File: config.mk
export PLATFORM = sky130hd
export DESIGN_NAME = demux_steer_ctrl
export DESIGN_NICKNAME = d
export VERILOG_FILES = /design/src/rtl/demux_ctrl_pkg.sv /design/src/rtl/demux_burst_counter.sv /design/src/rtl/demux_steer_ctrl.sv
export SDC_FILE = /design/constraint.sdc
export NUM_CORES = 1
export LEC_CHECK = 0
export CAP_MARGIN = 20
export CELL_PAD_IN_SITES_DETAIL_PLACEMENT = 1
export CELL_PAD_IN_SITES_GLOBAL_PLACEMENT = 2
export CORE_AREA = 10 10 59 61
export CTS_CLUSTER_DIAMETER = 150
export CTS_CLUSTER_SIZE = 24
export DETAILED_ROUTE_END_ITERATION = 6
export DIE_AREA = 0 0 69 71
export PLACE_DENSITY = 0.8
export SLEW_MARGIN = 40
export SYNTH_ARGS = -nofsm -noshare
export SYNTH_HDL_FRONTEND = slang
export SYNTH_SLANG_ARGS = --single-unit
File: constraint.sdc
create_clock -name clk -period 4.19 [get_ports clk]
set_input_delay 0.838 -clock clk [delete_from_list [all_inputs] [get_ports clk]]
set_output_delay 0.838 -clock clk [all_outputs]
set_load 0.02 [all_outputs]
File: src/rtl/demux_ctrl_pkg.sv
// Shared types and constants for the demux steering controller.
// State encoding, channel identifiers and a small state helper.
package demux_ctrl_pkg;

  typedef enum logic [1:0] {
    IDLE   = 2'd0,
    HOLD_B = 2'd1,
    HOLD_C = 2'd2
  } state_t;

  localparam logic CH_B = 1'b0;
  localparam logic CH_C = 1'b1;

  // Hold state that corresponds to a destination channel
  function automatic state_t hold_state(input logic ch);
    return (ch == CH_C) ? HOLD_C : HOLD_B;
  endfunction

endpackage

File: src/rtl/demux_burst_counter.sv
// Burst sequencer for the demux steering controller.
// Counts captured words and toggles the current destination after
// BURST_LEN words. A locked capture pins the destination and restarts
// the burst, so unlocking continues on the locked channel from count 0.
module demux_burst_counter
  import demux_ctrl_pkg::*;
#(
  parameter int BURST_LEN = 4
) (
  input  logic clk,
  input  logic rst_n,
  input  logic advance,
  input  logic lock,
  input  logic lock_sel,
  output logic cur_sel
);

  // BURST_LEN is at most 255, so eight bits always hold the count
  localparam logic [7:0] LAST_IDX = 8'(BURST_LEN - 1);

  logic [7:0] count;

  // Advance the burst position on every capture; wrap and switch channel at the end of a burst
  always_ff @(posedge clk or negedge rst_n) begin
    if (!rst_n) begin
      count   <= '0;
      cur_sel <= CH_B;
    end else if (advance) begin
      if (lock) begin
        count   <= '0;
        cur_sel <= lock_sel;
      end else if (count == LAST_IDX) begin
        count   <= '0;
        cur_sel <= ~cur_sel;
      end else begin
        count <= count + 8'd1;
      end
    end
  end

endmodule

File: src/rtl/demux_steer_ctrl.sv
// Controller feeding a 2-way demux (A_in/Select -> outB/outC).
// Holds one upstream word, drives it onto dmx_a/dmx_sel and offers it
// to channel B or C with a valid/ready handshake. Destinations alternate
// in bursts of BURST_LEN words unless lock_en pins them to lock_sel.
// Optional build macro DEMUX_CTRL_STATS_EN adds per-channel release
// counters (cnt_b, cnt_c) with a synchronous clear (stats_clr).
module demux_steer_ctrl
  import demux_ctrl_pkg::*;
#(
  parameter int DATA_W    = 2,
  parameter int BURST_LEN = 4
`ifdef DEMUX_CTRL_STATS_EN
  ,
  parameter int CNT_W     = 8
`endif
) (
  input  logic              clk,
  input  logic              rst_n,
  input  logic [DATA_W-1:0] in_data,
  input  logic              in_valid,
  output logic              in_ready,
  input  logic              lock_en,
  input  logic              lock_sel,
  output logic [DATA_W-1:0] dmx_a,
  output logic              dmx_sel,
  output logic              b_valid,
  output logic              c_valid,
  input  logic              b_ready,
`ifdef DEMUX_CTRL_STATS_EN
  input  logic              c_ready,
  input  logic              stats_clr,
  output logic [CNT_W-1:0]  cnt_b,
  output logic [CNT_W-1:0]  cnt_c
`else
  input  logic              c_ready
`endif
);

  state_t state;
  logic   cur_sel;
  logic   release_b;
  logic   release_c;
  logic   capture;
  logic   dest;

  // Only the addressed channel's ready can release the held word
  assign release_b = (state == HOLD_B) && b_ready;
  assign release_c = (state == HOLD_C) && c_ready;

  // A slot is free when nothing is held or the held word leaves this cycle
  assign in_ready = rst_n && ((state == IDLE) || release_b || release_c);
  assign capture  = in_valid && in_ready;

  // Lock overrides the burst sequence for the word being captured
  assign dest = lock_en ? lock_sel : cur_sel;

  assign b_valid = (state == HOLD_B);
  assign c_valid = (state == HOLD_C);

  demux_burst_counter #(
    .BURST_LEN (BURST_LEN)
  ) u_burst (
    .clk      (clk),
    .rst_n    (rst_n),
    .advance  (capture),
    .lock     (lock_en),
    .lock_sel (lock_sel),
    .cur_sel  (cur_sel)
  );

  // Hold FSM: capture loads the word and its destination, a bare release returns to IDLE
  always_ff @(posedge clk or negedge rst_n) begin
    if (!rst_n) begin
      state   <= IDLE;
      dmx_a   <= '0;
      dmx_sel <= CH_B;
    end else if (capture) begin
      state   <= hold_state(dest);
      dmx_a   <= in_data;
      dmx_sel <= dest;
    end else if (release_b || release_c) begin
      state <= IDLE;
    end
  end

`ifdef DEMUX_CTRL_STATS_EN
  // Release counters per channel; a clear wins over a coinciding release
  always_ff @(posedge clk or negedge rst_n) begin
    if (!rst_n) begin
      cnt_b <= '0;
      cnt_c <= '0;
    end else if (stats_clr) begin
      cnt_b <= '0;
      cnt_c <= '0;
    end else begin
      if (release_b) begin
        cnt_b <= cnt_b + CNT_W'(1);
      end
      if (release_c) begin
        cnt_c <= cnt_c + CNT_W'(1);
      end
    end
  end
`endif

endmodule

==> flow_summary.ini <==
[outcome]
status = finished clean

[cts]
insertion_delay_ns = 0.29
cts_root_buffer = clkbuf_4
clockBufferDepth = 2
post_cts_resized = 0
post-cts-setup-buffer-count = 0
cts_max_level = 1
cts_sinks = 14
ctsHoldBuffers = 0
numCtsBuffers = 3
path_clk_slew_ns = 0.08
cts_tree = yes

[route]
drtIter0Drc = 3
viasPerCell = 5.314
ant_nets = 0
drt_wl_total_um = 1811
drc = 0
first_pass_iters = 2
vias = 643
route.detailed.wl_per_inst_um = 14.97

[setup_path]
worstPathCellList = clkdlybuf4s50_1, and3b_1, a21oi_2, inv_2, clkdlybuf4s50_1
worst-path-buf-inv = 3
startpoint = rst_n
arrival_ns = 2.71
r2r_slack_ns = 2.31
ff2ff_path_depth = 5
crit_slowest_cell = clkdlybuf4s50_1
cp-end-kind = primary output
critPathMaxStageDelay_ns = 0.57
critPathMaxFanout = 16
cpMostUsedCell = clkdlybuf4s50_1
worstSetupStartpointType = input pin
reg2reg_to = dmx_a[1]
crit_family = buffers and inverters
r2r-start = state[0]
worstPathRequired_ns = 3.35
worstSetupPathType = input pin to primary output

[hold_path]
hold_path.startpoint = dmx_sel
holdCritPathClass = register to register
min_to = dmx_sel
min_path_cells = 1

[floorplanning]
dieArea_um2 = 4899
core-area_um2 = 2387
start_util = 0.3029
boundaryPins = 15
chipWidth_um = 69
row_count = 18
dieHeight_um = 71

[synth]
synthDistinctLibCells = 28
yosysSeqAreaShare = 0.4844
synth_cells = 73
syn_area_um2 = 723.2
synth_fp_nets = 83
synth_seq_cells = 14
synth.avg_cell_area_um2 = 9.907
yosysWarnings = 0

[placement]
port_buffers = 14
dp_slack_ns = 0.6365
gp_congestion = 0.7984
hpwl_um = 1443

[finish]
drive_gt1_frac = 0.09890
fin_nets = 102
diodes = 0
syn2layout_area_growth_pct = 29.58

[global_routing]
grt_max_degree = 17
gr-usage-all-layers = 0.07401
grt_antenna_before_repair = 0
grt-ovfl-total = 0
first_global_vias = 702
grt_pass1_wl_um = 3105

[timing]
rsz0062_at_grt = false
tightest_slew_ns = 0.6723
slew_headroom = 0.5518
timing.final.crit_share = 0.8462
worst_slack_ns = 0.6442
maxSlewViolCount = 0
clock_skew_ns = 0.002472
max_freq_mhz = 282.0
setup_violations = 0
period_minus_slack_ns = 3.546
setup-tns-final_ns = 0
hold_viol = 0

[pwr]
ir_drop_uv = 316.8
finalPower_mw = 0.4987
powerDensity_nw_per_um2 = 532.1
leakage_nw = 0.3904

[job]
maxCapViolations = 0
-- cell usage after synthesis --
cell type	instances	area (um^2)
a21oi_1	6	30.03
or4_1	3	22.52
a21oi_2	1	8.760
nor4_1	1	6.260
inv_2	1	3.750
nand2_2	1	6.260
o41ai_1	1	8.760
and3b_1	1	8.760
o21ai_0	2	10.01
nand2b_1	3	18.77
nand2_1	4	15.01
o2bb2ai_1	1	8.760
nor2b_1	4	25.02
nand3_1	1	5.000
nor3_2	1	10.01
or3_1	2	12.51
inv_1	3	11.26
a211oi_1	1	7.510
nor2_1	2	7.510
nand4_1	4	25.02
dfrtp_1	14	350.3
ha_1	1	12.51
a21o_1	2	15.01
a31oi_1	1	6.260
o31ai_1	5	37.54
buf_4	1	7.510
mux2_1	2	22.52
o21ai_1	4	20.02
-- metal layers --
metal / vias up / wire length (um) / global-route usage
met1: 315 / 794 / 0.07899
met3: 4 / 94 / 0.02371
met5: - / 0 / 0
met2: 12 / 897 / 0.1301
met4: 0 / 23 / 0.03356
li1: 312 / - / -
-- sequential cells by signal (all words and copies together), names as in the netlist --
| signal | cells |
|---|---|
| dmx_a | 2 |
| dmx_sel | 1 |
| state | 2 |
| u_burst.cur_sel | 1 |
| u_burst.count | 8 |
-- stage by stage --
step | hold slack [ns] | instances | utilization | cell area (um^2)
4_1_cts | 0.5023 | 121 | 0.3926 | 937.1
3_3_place_gp | 0.4665 | 117 | 0.3774 | 900.9
2_1_floorplan | 0.4555 | 73 | - | 723.2
5_1_grt | 0.5282 | 121 | 0.3926 | 937.1
6_report | 0.4922 | 121 | 0.3926 | 937.1
3_5_place_dp | 0.4829 | 117 | 0.3774 | 900.9
-- placed cells by master, fill, tap and decap left out, types with 2 or more instances in the layout --
| master | instances |
|---|---|
| nor2b_1 | 4 |
| o21ai_1 | 4 |
| or4_1 | 3 |
| clkbuf_4 | 3 |
| nor2_1 | 2 |
| dfrtp_1 | 14 |
| or3_1 | 2 |
| o21ai_0 | 2 |
| a21oi_1 | 6 |
| nand2_1 | 4 |
| o31ai_1 | 5 |
| mux2_1 | 2 |
| inv_1 | 3 |
| clkdlybuf4s50_1 | 14 |
| nand2b_1 | 3 |
| nand4_1 | 4 |
| a21o_1 | 2 |
-- worst max-delay path by stage --
stage,endpoint,slack [ns],depth (start not counted)
after floorplan,in_ready,2.03,3
after global placement,in_ready,0.68,5
after detailed placement,in_ready,0.64,5
after CTS,in_ready,0.62,5
after global routing,in_ready,0.52,5
final,in_ready,0.64,5
-- cell type report --
class	count	area, um^2
Clock buffer	4	36.28
Fill cell	288	1450
Inverter	4	15.01
Multi-Input combinational cell	54	350.3
Sequential cell	14	350.3
Tap cell	30	37.54
Timing Repair Buffer	15	147.6
-- cell families (layout without fill, tap and decap cells) --
group | Yosys count | count (layout) | synth area share
adder cells (fa/ha/maj) | 1 | 1 | 0.01730
multiplexers | 2 | 2 | 0.03114
flip-flops | 14 | 14 | 0.4844
AND/OR/NAND/NOR | 27 | 27 | 0.2249
AO/OA/AOI/OAI | 24 | 24 | 0.2111
buffers and inverters | 5 | 23 | 0.03114
-- where the power goes --
| part | switching, mW | leakage, nW | internal (mW) |
|---|---|---|---|
| clock network | 0.0464 | 0.0210 | 0.0530 |
| logic | 0.104 | 0.186 | 0.0912 |
| registers | 0.0315 | 0.184 | 0.172 |
Power figures use the tool's default switching activity.
